==> src/rtl/locked_adder_pkg.sv <==
// Shared definitions for the locked-adder key loader.
//   KEY_W / DATA_W : key bus width and adder operand width
//   state_t        : loader FSM states
//   vec_t          : one self-check operand pair {a, b}
//   vec_lookup     : fixed self-check vector table (4 entries)
package locked_adder_pkg;

  localparam int KEY_W     = 32;
  localparam int DATA_W    = 16;
  localparam int VEC_DEPTH = 4;
  localparam int VEC_IDX_W = 2;

  typedef enum logic [1:0] {
    ST_LOAD  = 2'd0,
    ST_DRIVE = 2'd1,
    ST_CHECK = 2'd2,
    ST_DONE  = 2'd3
  } state_t;

  typedef struct packed {
    logic [DATA_W-1:0] a;
    logic [DATA_W-1:0] b;
  } vec_t;

  // Vectors exercise: all-zero, full carry ripple, alternating bits with no
  // carry, and a carry-out with a zero sum.
  function automatic vec_t vec_lookup(input logic [VEC_IDX_W-1:0] idx);
    vec_t v;
    case (idx)
      2'd0:    v = '{a: 16'h0000, b: 16'h0000};
      2'd1:    v = '{a: 16'hFFFF, b: 16'h0001};
      2'd2:    v = '{a: 16'hAAAA, b: 16'h5555};
      default: v = '{a: 16'h8000, b: 16'h8000};
    endcase
    return v;
  endfunction

endpackage

==> src/rtl/locked_adder_key_loader_key_shift_rx.sv <==
// Serial key receiver: LSB-first shift register, accepted-bit counter and
// completion pulse.
//   clk_i, rst_i  : clock, asynchronous active-high reset
//   bit_i         : serial key bit
//   accept_i      : bit_i is taken this cycle
//   key_next_o    : key value including bit_i (valid as a full key when done_o)
//   done_o        : this accepted bit completes the key (combinational)
//   partial_o     : at least one bit of a key is held
module key_shift_rx #(
  parameter int KEY_W = 32,
  parameter int CNT_W = 6
) (
  input  logic             clk_i,
  input  logic             rst_i,
  input  logic             bit_i,
  input  logic             accept_i,
  output logic [KEY_W-1:0] key_next_o,
  output logic             done_o,
  output logic             partial_o
);

  // Only KEY_W-1 bits need storing: the final bit is merged combinationally
  // so the completed key can be captured on the same edge it arrives.
  logic [KEY_W-2:0] sreg;
  logic [CNT_W-1:0] cnt;

  // New bit enters at the MSB; after KEY_W bits the first bit sits at [0].
  assign key_next_o = {bit_i, sreg};
  assign done_o     = accept_i && (cnt == CNT_W'(KEY_W - 1));
  assign partial_o  = (cnt != '0);

  always_ff @(posedge clk_i or posedge rst_i) begin
    if (rst_i) begin
      sreg <= '0;
      cnt  <= '0;
    end else if (accept_i) begin
      sreg <= key_next_o[KEY_W-1:1];
      cnt  <= done_o ? '0 : cnt + 1'b1;
    end
  end

endmodule

==> src/rtl/locked_adder_key_loader.sv <==
// Key delivery and self-check front end for the XOR/XNOR-locked adder.
// Assembles a serial key, drives it onto the locked adder key bus, then runs
// a fixed set of operand pairs through the adder and compares each result
// with a locally computed sum (including carry-out).
//   clk_i, rst_i   : clock, asynchronous active-high reset
//   key_bit_i      : serial key bit, LSB first
//   key_valid_i    : key_bit_i valid
//   key_ready_o    : a key bit is accepted this cycle (LOAD/DONE)
//   keyinput_o     : key bus to the locked adder
//   add1_o, add2_o : self-check operands (zero when not testing)
//   result_i       : locked adder result, DATA_W+1 bits
//   test_active_o  : external mux selects add1_o/add2_o
//   busy_o         : key partially received or self-check running
//   key_ok_o       : last complete key passed every vector
//   key_fail_o     : last complete key failed a vector
module locked_adder_key_loader
  import locked_adder_pkg::*;
#(
  parameter int KEY_W   = locked_adder_pkg::KEY_W,
  parameter int DATA_W  = locked_adder_pkg::DATA_W,
  parameter int NUM_VEC = 4
) (
  input  logic              clk_i,
  input  logic              rst_i,
  input  logic              key_bit_i,
  input  logic              key_valid_i,
  output logic              key_ready_o,
  output logic [KEY_W-1:0]  keyinput_o,
  output logic [DATA_W-1:0] add1_o,
  output logic [DATA_W-1:0] add2_o,
  input  logic [DATA_W:0]   result_i,
  output logic              test_active_o,
  output logic              busy_o,
  output logic              key_ok_o,
  output logic              key_fail_o
);

  function automatic logic [DATA_W:0] golden_sum(input logic [DATA_W-1:0] a,
                                                 input logic [DATA_W-1:0] b);
    return {1'b0, a} + {1'b0, b};
  endfunction

  state_t               state;
  state_t               state_nxt;
  logic [VEC_IDX_W-1:0] vidx;
  logic                 accept;
  logic                 key_done;
  logic                 key_partial;
  logic [KEY_W-1:0]     key_next;
  logic                 vec_match;
  logic                 last_vec;
  vec_t                 first_vec;
  vec_t                 next_vec;

  assign accept    = key_valid_i && key_ready_o;
  assign vec_match = (result_i == golden_sum(add1_o, add2_o));
  assign last_vec  = (vidx == VEC_IDX_W'(NUM_VEC - 1));
  assign first_vec = vec_lookup('0);
  assign next_vec  = vec_lookup(VEC_IDX_W'(vidx + 1'b1));

  key_shift_rx #(
    .KEY_W (KEY_W),
    .CNT_W (6)
  ) u_key_shift_rx (
    .clk_i      (clk_i),
    .rst_i      (rst_i),
    .bit_i      (key_bit_i),
    .accept_i   (accept),
    .key_next_o (key_next),
    .done_o     (key_done),
    .partial_o  (key_partial)
  );

  always_ff @(posedge clk_i or posedge rst_i) begin
    if (rst_i) state <= ST_LOAD;
    else       state <= state_nxt;
  end

  always_comb begin
    state_nxt   = state;
    key_ready_o = 1'b0;
    busy_o      = 1'b0;
    case (state)
      ST_LOAD: begin
        key_ready_o = 1'b1;
        busy_o      = key_partial;
        if (key_done) state_nxt = ST_DRIVE;
      end
      ST_DRIVE: begin
        busy_o    = 1'b1;
        state_nxt = ST_CHECK;
      end
      ST_CHECK: begin
        busy_o = 1'b1;
        if (!vec_match || last_vec) state_nxt = ST_DONE;
        else                        state_nxt = ST_DRIVE;
      end
      ST_DONE: begin
        key_ready_o = 1'b1;
        // A new bit here is bit 1 of the next key; the receiver already
        // counted it, so loading simply resumes.
        if (accept) state_nxt = ST_LOAD;
      end
      default: state_nxt = ST_LOAD;
    endcase
  end

  // Registered key bus, operands and status.
  always_ff @(posedge clk_i or posedge rst_i) begin
    if (rst_i) begin
      keyinput_o    <= '0;
      add1_o        <= '0;
      add2_o        <= '0;
      key_ok_o      <= 1'b0;
      key_fail_o    <= 1'b0;
      test_active_o <= 1'b0;
      vidx          <= '0;
    end else begin
      if (key_done) keyinput_o <= key_next;
      case (state)
        ST_LOAD: begin
          if (key_done) begin
            vidx          <= '0;
            add1_o        <= first_vec.a;
            add2_o        <= first_vec.b;
            test_active_o <= 1'b1;
          end
        end
        ST_CHECK: begin
          if (!vec_match || last_vec) begin
            key_fail_o    <= !vec_match;
            key_ok_o      <= vec_match;
            add1_o        <= '0;
            add2_o        <= '0;
            test_active_o <= 1'b0;
          end else begin
            vidx   <= VEC_IDX_W'(vidx + 1'b1);
            add1_o <= next_vec.a;
            add2_o <= next_vec.b;
          end
        end
        ST_DONE: begin
          if (accept) begin
            key_ok_o   <= 1'b0;
            key_fail_o <= 1'b0;
          end
        end
        default: ;
      endcase
    end
  end

endmodule

==> config.mk <==
export PLATFORM = sky130hd
export DESIGN_NAME = locked_adder_key_loader
export DESIGN_NICKNAME = d
export VERILOG_FILES = /design/src/rtl/locked_adder_pkg.sv /design/src/rtl/locked_adder_key_loader_key_shift_rx.sv /design/src/rtl/locked_adder_key_loader.sv
export SDC_FILE = /design/constraint.sdc
export NUM_CORES = 1
export LEC_CHECK = 0
export ABC_AREA = 1
export BUFFER_PORTS_ARGS = -buffer_cell sky130_fd_sc_hd__buf_2
export CORE_ASPECT_RATIO = 0.6
export CORE_MARGIN = 8
export CORE_UTILIZATION = 34
export CTS_CLUSTER_DIAMETER = 100
export DETAILED_ROUTE_END_ITERATION = 10
export MAX_ROUTING_LAYER = met4
export PLACE_DENSITY_LB_ADDON = 0.05
export REMOVE_ABC_BUFFERS = 1
export SETUP_SLACK_MARGIN = 0.1
export SYNTH_ARGS = -nofsm -noshare
export SYNTH_HDL_FRONTEND = slang
export SYNTH_SLANG_ARGS = --single-unit
export TNS_END_PERCENT = 5
==> constraint.sdc <==
create_clock -name clk_i -period 7.5 [get_ports clk_i]
set_input_delay 1.5 -clock clk_i [delete_from_list [all_inputs] [get_ports clk_i]]
set_output_delay 1.5 -clock clk_i [all_outputs]
set_load 0.05 [all_outputs]
==> reports/results.ini <==
[place]
port-buffer-count=82
place_area_um2=4417
globalplace.congestion=0.7278
dp_hpwl_um=6398
place_inst=694

[clocking]
clock_path_buffers=2
cts_tree=done
numCtsBuffers=9
cts_resized=0
post_cts_buffers=0
clkLatencyLatePin_ns=0.34
cts_root_buf=clkbuf_16
numClockSinks=81
ctsHoldBuffers=0
clkTransAtPathRegs_ns=0.06
htreeDepth=3

[setup_path]
end_kind=flop
required_ns=7.73
cp_data_arrival_time_ns=3.63
critPathMaxFanout=68
start_kind=input pin
worstSetupPathType=input pin to flop

[cells_and_area]
fin_nets=581
syn_to_final_growth_pct=16.96
final_layout_size_suffix_gt1_frac=0.2077
stdcell_count=709
final_cell_area_um2=4703
diodes=0
final_util=0.4122

[floorplanning]
dieArea_um2=15680
io_pins=90
die_h_um=100.2
coreArea_um2=11410
start_util=0.3524
fp.dieW_um=156.4
num_rows=30

[route]
drc=0
vias=3012
wire_per_inst_um=12.52
ant_nets=0
first_pass_iters=4
first_iter_violations=166
drt_wl_total_um=8877
vias_per_cell=4.248

[power]
p_sw_frac=0.4041
p_int_w=0.0009440
power_leakage_nw=2.476
p_comb_frac=0.339
power_switching_w=0.0006402
p_clk_frac=0.270
p_seq_frac=0.390
power_density_nw_per_um2=336.8
power_w=0.001584
peakVddDrop_uv=111.3

[sta]
fin_crit_sh=0.4536
relSlewSlack=0.3094
finalSetupTns_ns=0
setup_viol=0
fin_worst_skew_ns=0.009119
worst_pin_slew_ns=1.036
drv_slew=0
rsz0062_at_grt=no
finalHoldViolations=0
layout_min_cycle_time_ns=3.402
fmax_mhz=293.9

[synth]
netlist_instances=485
ys_seq_area_frac=0.5040
ys_warn_count=0
async_reset_ff_frac=1.000
ys.flop_type=dfrtp_1
synthTopCellsByArea=dfrtp_1 (50%), nand2_1 (13%), o21ai_0 (8.2%)
synth.top_cell.area_share=0.5040
avgSynthCellArea_um2=8.291
synth_seq_cells=81
synth_edf_count=0
yosysMostFrequentCell=nand2_1
syn_area_um2=4021
synthDistinctLibCells=32
synth_top_cell_by_area=dfrtp_1
synth_common_cells=nand2_1 (140), dfrtp_1 (81), o21ai_0 (66)

[global_route]
grt_pass1_vias=2922
track_usage=0.1231
antenna_found_initial=0
grt_start_max_net_pins=82
grt.overflow.total=0
grt_pass1_wl_um=14920

[min_path]
hp-class=flop to flop

[status]
outcome=completed

[flow_run]
drv_cap=0

==> cell usage in the layout (no fill, tap or decap) <==
master and n:
nor3_4 1, buf_4 3, buf_2 82, o21ai_1 5, clkinv_2 2, o21ai_0 66, nand4_1 6, inv_2 1
nand3_2 4, clkinvlp_4 3, a21oi_1 2, clkbuf_1 1, xnor2_1 2, nand3_1 18, xor2_1 2, dfrtp_1 81
o31ai_1 1, ha_1 15, o41ai_1 1, mux2_2 1, clkbuf_16 9, conb_1 7, nor2_4 1, nand3b_1 1
bufinv_16 1, o21a_1 1, nor3_1 2, o21bai_1 1, or2_2 1, inv_1 61, a21boi_1 1, nor2_2 2
nor2_1 21, nand2_2 3, nand2_1 140
==> flip-flops by register name, indices dropped and copies added, names as in the netlist <==
name and cells:
add2_o 2, test_active_o 1, u_key_shift_rx.cnt 6, keyinput_o 32, key_fail_o 1, u_key_shift_rx.sreg 31
add1_o 3, vidx 2, key_ok_o 1, state 2
==> final cells by class <==
class,instances,area [um^2]
Inverter,63,237.7
Clock inverter,5,57.56
Multi-Input combinational cell,305,1519
Sequential cell,81,2027
Tap cell,160,200.2
Clock buffer,10,229.0
Fill cell,1202,6708
Timing Repair Buffer,85,432.9
==> worst max-delay path: stages <==
cell and delay (ns):
buf_2 0.07, inv_1 0.06, nor2_4 0.07, buf_4 0.47, nand2_1 0.19, nor2_2 0.18
nand3_2 0.07, buf_4 0.30, nand2_1 0.17, nand2_2 0.14, inv_2 0.15, nand3_1 0.09
nand2_1 0.08, inv_1 0.04
==> per-layer routing <==
metal | GRT usage | vias to the layer above | wire length [um] | part of all wire
met5 | - | - | 0 | 0
met4 | 0.03527 | 0 | 87 | 0.0098
met3 | 0.03990 | 10 | 375 | 0.042
met2 | 0.1509 | 61 | 3321 | 0.37
met1 | 0.1828 | 1338 | 5093 | 0.57
li1 | - | 1603 | - | -
==> kinds of logic after synthesis <==
logic type | synth area share
adders and majority gates | 0.04667
xor gates and xnor gates | 0.008713
muxes | 0.002800
buffers and inverters | 0.1251
AOI/OAI and AO/OA | 0.1005
DFF | 0.5040
and+or+nand+nor | 0.2113
other | 0.0009325
==> final timing paths <==
path,startpoint,endpoint,slack [ns],cells past startpoint
max,key_valid_i,test_active_o$_DFFE_PP0P_,4.10,14
min,keyinput_o[1]$_DFFE_PP0P_,keyinput_o[1]$_DFFE_PP0P_,0.48,2
max reg2reg,state[0]$_DFFE_PP0P_,test_active_o$_DFFE_PP0P_,4.48,14
min reg2reg,keyinput_o[1]$_DFFE_PP0P_,keyinput_o[1]$_DFFE_PP0P_,0.48,2
max in group asynchronous,rst_i,u_key_shift_rx.sreg[7]$_DFFE_PP0P_,5.35,3
min in group asynchronous,rst_i,keyinput_o[18]$_DFFE_PP0P_,1.47,3
==> per-stage QoR <==
step | hold slack [ns] | setup WS (ns)
floorplan | 0.4530 | 3.015
global placement | 0.4586 | 3.791
detailed placement | 0.4664 | 3.732
CTS | 0.4813 | 4.082
global route | 0.4970 | 3.740
finish | 0.4773 | 4.098
==> power groups by stage <==
stage | logic (W) | registers [W] | clock network [W]
floorplan | 0.000315 | 0.000700 | 0
global placement | 0.000538 | 0.000623 | 0
detailed placement | 0.000546 | 0.000625 | 0
CTS | 0.000549 | 0.000620 | 0.000445
finish | 0.000538 | 0.000618 | 0.000429
global route | 0.000607 | 0.000636 | 0.000462
(Power assumes the default switching activity.)
